$ cat src/rtl/uv_pkg.sv
// rtl/uv_pkg.sv - shared constants and FSM encoding for the ultrasonic echo emulator
package uv_pkg;

  typedef enum logic [2:0] {
    S_IDLE,
    S_TRIG,
    S_BURST,
    S_ECHO,
    S_HOLDOFF
  } uv_state_e;

  localparam int MIN_TRIG_CYCLES_DEF    = 500;
  localparam int BURST_DELAY_CYCLES_DEF = 25000;
  localparam int MAX_ECHO_CYCLES_DEF    = 1900000;
  localparam int HOLDOFF_CYCLES_DEF     = 50000;
  localparam int RESET_WIDTH            = 18000;

  // Shared with the fault/pick detector so both sides agree on the same windows.
  localparam int FAULT_WIN_LO = 17000;
  localparam int FAULT_WIN_HI = 19000;
  localparam int PICK_WIN_LO  = 7000;
  localparam int PICK_WIN_HI  = 9000;

endpackage

$ cat src/rtl/sync_2ff.sv
// rtl/sync_2ff.sv - two-flop synchronizer with synchronous active-high reset
module sync_2ff (
  input  logic clk,
  input  logic reset,
  input  logic d,
  output logic q
);

  logic meta;

  always_ff @(posedge clk) begin
    if (reset) begin
      meta <= 1'b0;
      q    <= 1'b0;
    end else begin
      meta <= d;
      q    <= meta;
    end
  end

endmodule

$ cat src/rtl/uv_echo_emulator.sv
// rtl/uv_echo_emulator.sv - HC-SR04-style responder: validates trigger width, answers with a programmed echo pulse
module uv_echo_emulator
  import uv_pkg::*;
#(
  parameter int MIN_TRIG_CYCLES    = MIN_TRIG_CYCLES_DEF,
  parameter int BURST_DELAY_CYCLES = BURST_DELAY_CYCLES_DEF,
  parameter int MAX_ECHO_CYCLES    = MAX_ECHO_CYCLES_DEF,
  parameter int HOLDOFF_CYCLES     = HOLDOFF_CYCLES_DEF,
  parameter int WIDTH_W            = 21
) (
  input  logic               clk_50M,
  input  logic               reset,
  input  logic               UV_trig,
  input  logic [WIDTH_W-1:0] echo_width,
  input  logic               width_load,
  input  logic               object_present,
  output logic               UV_echo,
  output logic               busy,
  output logic               trig_error,
  output logic [7:0]         meas_count
);

  localparam logic [WIDTH_W-1:0] ZERO_W  = '0;
  localparam logic [WIDTH_W-1:0] ONE_W   = WIDTH_W'(1);
  localparam logic [WIDTH_W-1:0] MAX_W   = WIDTH_W'(MAX_ECHO_CYCLES);
  localparam logic [WIDTH_W-1:0] RESET_W = WIDTH_W'(RESET_WIDTH);
  localparam logic [WIDTH_W-1:0] BURST_W = WIDTH_W'(BURST_DELAY_CYCLES);
  localparam logic [WIDTH_W-1:0] HOLD_W  = WIDTH_W'(HOLDOFF_CYCLES);
  // Trigger width is counted down from MIN-1; reaching zero means the pulse was long enough.
  localparam logic [WIDTH_W-1:0] TRIG_W  = WIDTH_W'(MIN_TRIG_CYCLES - 1);

  logic               trig_s;
  uv_state_e          state, state_next;
  logic [WIDTH_W-1:0] cnt, cnt_next;
  logic [WIDTH_W-1:0] width_reg, shadow;
  logic               echo_next, err_next, echo_done, capture;

  sync_2ff u_sync (
    .clk   (clk_50M),
    .reset (reset),
    .d     (UV_trig),
    .q     (trig_s)
  );

  always_ff @(posedge clk_50M) begin
    if (reset) begin
      width_reg <= RESET_W;
    end else if (width_load) begin
      if (echo_width == ZERO_W)
        width_reg <= ONE_W;
      else if (echo_width > MAX_W)
        width_reg <= MAX_W;
      else
        width_reg <= echo_width;
    end
  end

  always_comb begin
    state_next = state;
    cnt_next   = cnt;
    echo_next  = UV_echo;
    err_next   = 1'b0;
    echo_done  = 1'b0;
    capture    = 1'b0;
    case (state)
      S_IDLE: begin
        if (trig_s) begin
          state_next = S_TRIG;
          cnt_next   = TRIG_W;
        end
      end
      S_TRIG: begin
        if (trig_s) begin
          if (cnt != ZERO_W)
            cnt_next = cnt - ONE_W;
        end else if (cnt == ZERO_W) begin
          state_next = S_BURST;
          cnt_next   = BURST_W;
          capture    = 1'b1;
        end else begin
          state_next = S_IDLE;
          cnt_next   = ZERO_W;
          err_next   = 1'b1;
        end
      end
      S_BURST: begin
        if (cnt <= ONE_W) begin
          state_next = S_ECHO;
          cnt_next   = shadow;
          echo_next  = 1'b1;
        end else begin
          cnt_next = cnt - ONE_W;
        end
      end
      S_ECHO: begin
        if (cnt <= ONE_W) begin
          state_next = S_HOLDOFF;
          cnt_next   = HOLD_W;
          echo_next  = 1'b0;
          echo_done  = 1'b1;
        end else begin
          cnt_next = cnt - ONE_W;
        end
      end
      S_HOLDOFF: begin
        if (cnt <= ONE_W) begin
          // A trigger already high as dead time expires starts counting right away.
          if (trig_s) begin
            state_next = S_TRIG;
            cnt_next   = TRIG_W;
          end else begin
            state_next = S_IDLE;
            cnt_next   = ZERO_W;
          end
        end else begin
          cnt_next = cnt - ONE_W;
        end
      end
      default: begin
        state_next = S_IDLE;
        cnt_next   = ZERO_W;
        echo_next  = 1'b0;
      end
    endcase
  end

  always_ff @(posedge clk_50M) begin
    if (reset) begin
      state      <= S_IDLE;
      cnt        <= ZERO_W;
      shadow     <= ZERO_W;
      UV_echo    <= 1'b0;
      trig_error <= 1'b0;
      meas_count <= 8'd0;
    end else begin
      state      <= state_next;
      cnt        <= cnt_next;
      UV_echo    <= echo_next;
      trig_error <= err_next;
      if (capture)
        shadow <= object_present ? width_reg : MAX_W;
      if (echo_done)
        meas_count <= meas_count + 8'd1;
    end
  end

  assign busy = (state != S_IDLE);

endmodule

$ cat config.mk
export PLATFORM = sky130hd
export DESIGN_NAME = uv_echo_emulator
export DESIGN_NICKNAME = d
export VERILOG_FILES = /design/src/rtl/uv_pkg.sv /design/src/rtl/sync_2ff.sv /design/src/rtl/uv_echo_emulator.sv
export SDC_FILE = /design/constraint.sdc
export NUM_CORES = 1
export LEC_CHECK = 0
export CORE_MARGIN = 2
export CORE_UTILIZATION = 40
export CTS_CLUSTER_DIAMETER = 150
export DETAILED_ROUTE_END_ITERATION = 8
export PLACE_DENSITY = 0.63
export SYNTH_ARGS = -nofsm -noshare
export SYNTH_HDL_FRONTEND = slang
export SYNTH_SLANG_ARGS = --single-unit
$ cat constraint.sdc
create_clock -name clk_50M -period 5.8 [get_ports clk_50M]
set_input_delay 1.45 -clock clk_50M [delete_from_list [all_inputs] [get_ports clk_50M]]
set_output_delay 1.45 -clock clk_50M [all_outputs]
set_load 0.01 [all_outputs]
==> flow_summary.json <==
{
  "status": "completed",
  "final.setup.tns_ns": 0,
  "grt_pass1_wl_um": 19200,
  "path_delay_family": "buffers and inverters",
  "h-tree-depth": 3,
  "rows": 37,
  "grt_max_degree": 51,
  "cp.buffers_inverters": 2,
  "fp.dieH_um": 106,
  "crit_path_max_fanout": 13,
  "crit_start": "state[1]",
  "rsz0062_at_grt": "false",
  "port_buffers": 36,
  "syn-cell-area_um2": 4160,
  "yosysSeqAreaShare": 0.375,
  "peakVddDrop_mv": 0.130,
  "worstPathCellList": "inv_1, nand3_1, clkdlybuf4s50_1",
  "place_hpwl_um": 8480,
  "numCtsBuffers": 9,
  "worstHoldPathType": "reg -> reg",
  "vias": 4021,
  "first_pass_iters": 6,
  "post_cts_buffers": 0,
  "max-slew-margin-rel": 0.285,
  "cts_tree": "built",
  "overflow": 0,
  "dpl_cell_area_um2": 4550,
  "root_buffer": "clkbuf_8",
  "skew_ns": 0.0188,
  "drive_gt1_frac": 0.0701,
  "max_freq_mhz": 283,
  "gp_congestion": 0.905,
  "final_antenna_net_count": 0,
  "fin_crit_sh": 0.610,
  "ys_types": 73,
  "power-per-cell-area_nw_per_um2": 289,
  "fin_hold_ws_ns": 0.443,
  "synthArstFlopShare": 0,
  "core_um2": 10200,
  "hold_viol_final": 0,
  "avgSynthCellArea_um2": 8.04,
  "syn_nets": 547,
  "setup_viol": 0,
  "fp.dieW_um": 106,
  "vias_per_cell": 5.93,
  "r2r_cells": 6,
  "cp.arrival_ns": 2.09,
  "worst_pin_slew_ns": 1.07,
  "min_to": "u_sync.q",
  "layout.nets": 567,
  "post_cts_resized": 0,
  "required_ns": 4.35,
  "postLayoutCellArea_um2": 4730,
  "synth_seq_cells": 78,
  "rr_startpoint": "cnt[13]",
  "cts_hold_buffers": 0,
  "r2r_slack_ns": 2.84,
  "synth_edf_count": 0,
  "synth_cells": 517,
  "yosysWarnings": 0,
  "design.die.area_um2": 11200,
  "crit_slowest_cell": "dfxtp_1",
  "antenna_cells_inserted": 0,
  "clockBufferDepth": 2,
  "antenna_found_initial": 0,
  "final_util": 0.463,
  "critPathKind": "reg -> out",
  "wl_um": 11700,
  "start_util": 0.407,
  "drv_slew": 0,
  "wl_per_cell_um": 17.3,
  "drc": 0,
  "cp-start-kind": "register",
  "area_growth_pct": 13.8,
  "r2r_end": "cnt[9]",
  "hold_depth": 1,
  "clkLatencyLatePin_ns": 0.37,
  "p_leak_uw": 0.00165,
  "total_power_uw": 1370,
  "worst_setup_path_end_kind": "output pin",
  "min_from": "u_sync.meta",
  "timing.max_cap.violations": 0,
  "grt_usage": 0.216,
  "boundaryPins": 37,
  "clock_sinks": 78,
  "post-route-min-period_ns": 3.54,
  "grt_pass1_vias": 3730,
  "synth_ff_type": "dfxtp_1",
  "clkSlewWorstSetupHoldPaths_ns": 0.10,
  "drtIter0Drc": 368,
  "slowest_delay_ns": 0.68
}
placed cells by master, fill, tap and decap left out, types with 3 or more instances in the layout:
cell type	count
inv_1	16
o211ai_1	15
buf_4	5
nor2b_1	6
a22oi_1	14
and3_1	6
o21a_1	3
xnor2_1	10
o21ai_0	29
nor4_2	4
a21oi_1	27
dfxtp_1	78
xor2_1	4
nand4_1	9
a311oi_1	4
nand3_1	25
clkbuf_8	9
nand2_1	43
and4_1	5
nor2_1	69
o31ai_1	4
clkdlybuf4s50_1	35
and2_1	5
nor3b_1	10
a31oi_1	7
ha_1	4
nor4_1	7
or4_1	3
nor3_1	22
or3_1	3
a22o_1	5
how the worst max path moves through the flow:
| stage | endpoint | slack [ns] | cells after the start |
|---|---|---|---|
| global route | busy | 2.20 | 3 |
| floorplan | width_reg[16] | 3.15 | 7 |
| CTS | busy | 2.32 | 3 |
| detailed placement | width_reg[2] | 2.23 | 7 |
| finish | busy | 2.26 | 3 |
| global placement | width_reg[1] | 2.29 | 7 |
Yosys cell counts (3+ instances only):
library cell  instances  share of area
xor2_1                4         0.0084
xnor2_1              10          0.021
dfxtp_1              78           0.38
inv_1                16          0.014
and4_1                5          0.011
o21ai_0              29          0.035
clkbuf_1             19          0.017
or3_1                 3         0.0045
o31ai_1               4         0.0072
nand2_1              43          0.039
nor3_1               22          0.026
nand4_1               9          0.014
or4_1                 3         0.0054
a311oi_1              4         0.0084
nor3b_1              10          0.018
o21a_1                3         0.0054
a22oi_1              14          0.025
and2_1                5         0.0075
a31oi_1               7          0.011
a22o_1                5          0.011
nor2b_1               6         0.0090
ha_1                  4          0.012
nor4_2                4          0.012
a21oi_1              27          0.032
buf_2                 6         0.0072
o211ai_1             15          0.027
nor4_1                7          0.011
nand3_1              25          0.030
nor2_1               69          0.062
and3_1                6         0.0090
stage by stage:
step | cells | setup slack, ns
floorplan | 517 | 3.15
global placement | 662 | 2.29
detailed placement | 662 | 2.23
CTS | 678 | 2.32
global route | 678 | 2.20
finish | 678 | 2.26
routing by layer:
layer | GRT usage | vias to the layer above | wire [µm]
met5 | 0 | - | 0
met4 | 0.0968 | 0 | 353
met3 | 0.0423 | 33 | 604
met2 | 0.333 | 143 | 5250
met1 | 0.292 | 1899 | 5520
li1 | - | 1946 | -
worst register-to-register path: stages, from the launching register on:
cell and delay [ns]:
dfxtp_1 0.40, nor4_2 0.50, and4_1 0.65, nand2_2 0.29, a2111oi_0 0.60, and4b_1 0.26, a31o_1 0.18
cell families after synthesis:
family / Yosys count / synth area share
buffers and inverters: 48 / 0.0557
adders and majority gates: 4 / 0.0120
AOI/OAI and AO/OA: 143 / 0.239
muxes: 1 / 0.00241
xor gates and xnor gates: 14 / 0.0295
and+or+nand+nor: 229 / 0.286
DFF: 78 / 0.375
power breakdown:
group / switching, µW / internal (µW) / total, µW
combinational: 248 / 139 / 387
sequential: 29.3 / 563 / 592
clock: 224 / 163 / 387
total: 502 / 865 / 1370
layout make-up:
class                   count  area [µm²]
inverters                  16        60.1
multi-input cells         391        2370
flip-flops and latches     78        1560
fillers                  1016        5500
clock buffers              10         128
clock inverters             6        53.8
well taps                 136         170
repair buffers             41         393
Power figures use the tool's default switching activity.
==> RTL edit 1: new RTL, same settings <==
Put one more register stage on the output `trig_error`, cleared by the reset. The value now appears one clock later. The other outputs are not delayed to match.
--- a/src/rtl/uv_echo_emulator.sv
+++ b/src/rtl/uv_echo_emulator.sv
@@ -30,2 +30,4 @@
   localparam logic [WIDTH_W-1:0] TRIG_W  = WIDTH_W'(MIN_TRIG_CYCLES - 1);
+
+  logic trig_error_s0;
 
@@ -132,3 +134,3 @@
       UV_echo    <= 1'b0;
-      trig_error <= 1'b0;
+      trig_error_s0 <= 1'b0;
       meas_count <= 8'd0;
@@ -138,3 +140,3 @@
       UV_echo    <= echo_next;
-      trig_error <= err_next;
+      trig_error_s0 <= err_next;
       if (capture)
@@ -148,2 +150,10 @@
 
+  always_ff @(posedge clk_50M) begin
+    if (reset) begin
+      trig_error <= '0;
+    end else begin
+      trig_error <= trig_error_s0;
+    end
+  end
+
 endmodule
Function: changed (Yosys sat finds a counterexample within 10 cycles, from zero or initial values and one cycle with reset high).
==> RTL edit 1 against the unedited design <==
  * Power is 2.3% lower
  * Sequential cell count grew 1
  * Worst setup slack got worse by 0.044 ns
  * First-iteration DRC count shrank 24%
  * Routed wire length shrank 11%
  * Final area fell by 1.7%
  * Final cell count down 4.1%
  * Die area decreased by 2.7%
  * Worst hold slack improved by 0.0077 ns
  * Synthesized area is 2.8% lower
  * Critical path depth increased by 3
==> RTL edit 1: results (changes against the unedited design) <==
whs_ns: 0.450  # was 0.443 ns
vias: 3707  # was 4,021
cp_data_arrival_time_ns: 3.89  # was 2.09 ns
pwr_density_cell_nw_per_um2: 287  # was 289 nW/um^2
seq_area_frac_synth: 0.391  # was 0.375
r2r-end: "cnt[12]"  # was cnt[9]
drt-pass1-iter-count: 5  # was 6
synth_common_cells: "79 x dfxtp_1, 55 x nor2_1, 45 x nand2_1"  # was 78 x dfxtp_1, 69 x nor2_1, 43 x nand2_1
critical_path.top_delay_family: "compound AO/OA/AOI/OAI gates"  # was buffers and inverters
drt-initial-drc-count: 280  # was 368
status: "finished clean"  # unchanged
slowest_delay_ns: 0.81  # was 0.68 ns
synth_area_leaders: "dfxtp_1 39%, nor2_1 5.1%, nand2_1 4.2%, a21oi_1 3.5%, o21ai_0 3.3%"  # was dfxtp_1 38%, nor2_1 6.2%, nand2_1 3.9%, o21ai_0 3.5%, a21oi_1 3.2%
synth_cell_types: 66  # was 73
synth_compound_area_frac: 0.252  # was 0.239
grt_pass1_vias: 3461  # was 3,730
grtUsageTotal: 0.197  # was 0.216
fmax_mhz: 279  # was 283 MHz
place_congestion: 0.876  # was 0.905
syn_nets: 521  # was 547
post_dp_cell_area_um2: 4460  # was 4550 um^2
numCtsBuffers: 9  # unchanged
place_hpwl_mm: 7.61  # was 8.48 mm
wl_per_cell_um: 16.1  # was 17.3 um
netSwitchingPower_uw: 469  # was 502 uW
holdPathEnd: "trig_error"  # was u_sync.q
grt_pass1_wl_mm: 17.5  # was 19.2 mm
r2r_slack_ns: 2.93  # was 2.84 ns
skew_ns: 0.0126  # was 0.0188 ns
slowest_stage: "a31oi_1"  # was dfxtp_1
synthAdderAreaFrac: 0.0149  # was 0.0120
min_from: "trig_error_s0"  # was u_sync.meta
drive_gt1_frac: 0.0716  # was 0.0701
endpoint: "width_reg[3]"  # was busy
synth_xor_area_frac: 0.0412  # was 0.0295
final_nets: 542  # was 567
max_slew_margin: 0.326  # was 0.285
dp.cells: 634  # was 662
r2r_start: "cnt[4]"  # was cnt[13]
routed_wirelength_mm: 10.5  # was 11.7 mm
leakage_uw: 0.00162  # was 0.00165 uW
comb-power_uw: 341  # was 387 uW
muxShareOfSynthArea: 0.00248  # was 0.00241
p_seq_frac: 0.447  # was 0.433
RTL edit 1: cell count changes after synthesis, moves of 4 or more:
cell | before | now
nor3_1 | 22 | 11
o211ai_1 | 15 | 11
nor2_1 | 69 | 55
a311oi_1 | 4 | 14
and2_1 | 5 | 0
a211oi_1 | 2 | 7
nor3b_1 | 10 | 3
inv_1 | 16 | 21
xor2_1 | 4 | 8
nand3_1 | 25 | 18
RTL edit 1: routing by layer:
| metal | track usage | vias up | share of wire |
|---|---|---|---|
| met5 | 0 | - | 0 |
| met3 | 0.0405 | 17 | 0.053 |
| met2 | 0.313 | 106 | 0.46 |
| met4 | 0.0734 | 0 | 0.019 |
| met1 | 0.264 | 1723 | 0.47 |
| li1 | - | 1861 | - |
RTL edit 1: final cells by class:
cell class	count	area [um^2]
clock buffers	10	138
clock inverters	6	51.3
fillers	991	5120
inverters	22	82.6
multi-input cells	361	2250
flip-flops and latches	79	1580
well taps	133	166
repair buffers	39	378
==> RTL edit 2: new RTL, same settings <==
Made on the original files. `WIDTH_W`: 21 -> 42.
--- a/src/rtl/uv_echo_emulator.sv
+++ b/src/rtl/uv_echo_emulator.sv
@@ -8,3 +8,3 @@
   parameter int HOLDOFF_CYCLES     = HOLDOFF_CYCLES_DEF,
-  parameter int WIDTH_W            = 21
+  parameter int WIDTH_W            = 42
 ) (
Ports: changed (resized echo_width); port bits go from 37 to 58. No check against the original RTL was run, so the function may have changed too.
==> RTL edit 2 against the unedited design <==
  * Power grew 89%
  * First-iteration DRC count grew 68%
  * Synthesized area grew 57%
  * Via count grew 54%
  * Count of clock-buffer cells in the layout grew 7
  * Final area grew 66%
  * Routed wire length grew 67%
  * Worst setup slack lost 0.25 ns
  * Sequential cell count grew 63
==> RTL edit 2: results (changes against the unedited design) <==
status: "finished clean"  # unchanged
gr-total-overflow: 0  # unchanged
n_fill_cell: 1513  # was 1,016
async_flop_share: 0  # unchanged
grt_start_max_net_pins: 53  # was 51
leakage_uw: 0.00293  # was 0.00165 uW
worstSkewPairLatency_ns: 0.43  # was 0.37 ns
dp.cells: 1007  # was 662
worst-path-max-fanout: 19  # was 13
clkTransAtPathRegs_ns: 0.06  # was 0.10 ns
r2r_slack_ns: 2.01  # was 2.84 ns
wl_per_cell_um: 18.8  # was 17.3 um
vias: 6192  # was 4,021
synth_area_leaders: "dfxtp_1 43%, a22o_1 4.8%, nor2_1 4.6%, o21ai_0 3.5%, a21oi_1 3.4%"  # was dfxtp_1 38%, nor2_1 6.2%, nand2_1 3.9%, o21ai_0 3.5%, a21oi_1 3.2%
final_nets: 860  # was 567
fin_crit_ns: 3.79  # was 3.54 ns
vdd_drop_max_mv: 0.227  # was 0.130 mV
clock-root-buffer: "clkbuf_16"  # was clkbuf_8
place_hpwl_mm: 13.9  # was 8.48 mm
drive_gt1_frac: 0.0802  # was 0.0701
cellInternalPower_uw: 1800  # was 865 uW
synth_common_cells: "141 x dfxtp_1, 81 x nor2_1, 55 x nand2_1"  # was 78 x dfxtp_1, 69 x nor2_1, 43 x nand2_1
place_congestion: 0.934  # was 0.905
skew_ns: 0.00918  # was 0.0188 ns
grtUsageTotal: 0.226  # was 0.216
dp_worst_setup_slack_ns: 1.64  # was 2.23 ns
numCtsBuffers: 17  # was 9
cts_resized: 0  # unchanged
port_buffers: 57  # was 36
hold_path_class: "register to register"  # unchanged
grt_pass1_vias: 5896  # was 3,730
antenna_found_initial: 0  # unchanged
routed_via_density: 5.96  # was 5.93
drt-initial-drc-count: 620  # was 368
post_cts_buffers: 0  # unchanged
cts_buffer_depth: 2  # unchanged
synth_cell_types: 70  # was 73
seq_area_frac_synth: 0.432  # was 0.375
synthCells: 772  # was 517
whs_ns: 0.442  # was 0.443 ns
tightest_slew_ns: 1.12  # was 1.07 ns
drt-pass1-iter-count: 5  # was 6
htree_levels: 4  # was 3
grt_pass1_wl_mm: 31.3  # was 19.2 mm
syn_nets: 822  # was 547
[RTL edit 2: cell types whose count changed after synthesis, moves of 11 or more]
| cell | change |
|---|---|
| and2_1 | +17 |
| nand3_1 | -11 |
| dfxtp_1 | +63 |
| a21oi_1 | +18 |
| a22o_1 | +31 |
| nor4_1 | +13 |
| inv_1 | +16 |
| nor2_1 | +12 |
| nand2_1 | +12 |
| clkbuf_1 | +18 |
| o21ai_0 | +17 |
| a311oi_1 | +11 |
[RTL edit 2: cell type report]
cell class / count / area, um^2 / share of cell area
multi-input cells: 549 / 3400 / 0.433
flip-flops and latches: 141 / 2820 / 0.359
well taps: 216 / 270 / 0.0344
clock buffers: 17 / 425 / 0.0542
clock inverters: 15 / 163 / 0.0207
repair buffers: 68 / 648 / 0.0825
inverters: 33 / 124 / 0.0158
[RTL edit 2: power by group through the flow]
stage               sequential, uW  clock, uW  combinational, uW
finish                        1020       1080                477
global route                  1020       1140                518
detailed placement            1040          0                466
CTS                           1020       1100                469
global placement              1040          0                460
floorplan                     1030          0                329
[RTL edit 2: final timing paths]
path,from,to,depth (start not counted)
worst max register to register,cnt[0],cnt[39],9
worst min-delay path,u_sync.meta,u_sync.q,1
worst max-delay path,cnt[0],cnt[39],9
worst min register to register,u_sync.meta,u_sync.q,1
[RTL edit 2: cell families after synthesis]
family	count (synthesis)	synth area share
simple gates	288	0.227
compound gates	239	0.258
mux	2	0.00306
flops	141	0.432
fa+ha+maj	3	0.00574
buf+inv	82	0.0518
xor+xnor	17	0.0228
[RTL edit 2: routing by layer]
layer  routed length [um]  GRT usage  up-vias
met5                    0          0        -
met4                  527      0.101        0
met3                 1170     0.0484       41
met2                 9000      0.356      225
met1                 8850      0.297     2965
li1                     -          -     2961
[RTL edit 2: worst max-delay path: stages, from the launching register on]
cell     delay (ns)
dfxtp_1        0.34
inv_1          0.08
ha_1           0.21
or3b_2         0.56
nor4_1         0.58
nand4_1        0.31
nand2_1        0.68
a21oi_1        0.38
a211o_1        0.35
a22o_1         0.18
[RTL edit 2: through the flow]
stage / instance area, um^2 / utilization
after floorplan: 6540 / -
after detailed placement: 7270 / 0.456
after global routing: 7850 / 0.493
final: 7850 / 0.493
after CTS: 7850 / 0.493
after global placement: 7270 / 0.456
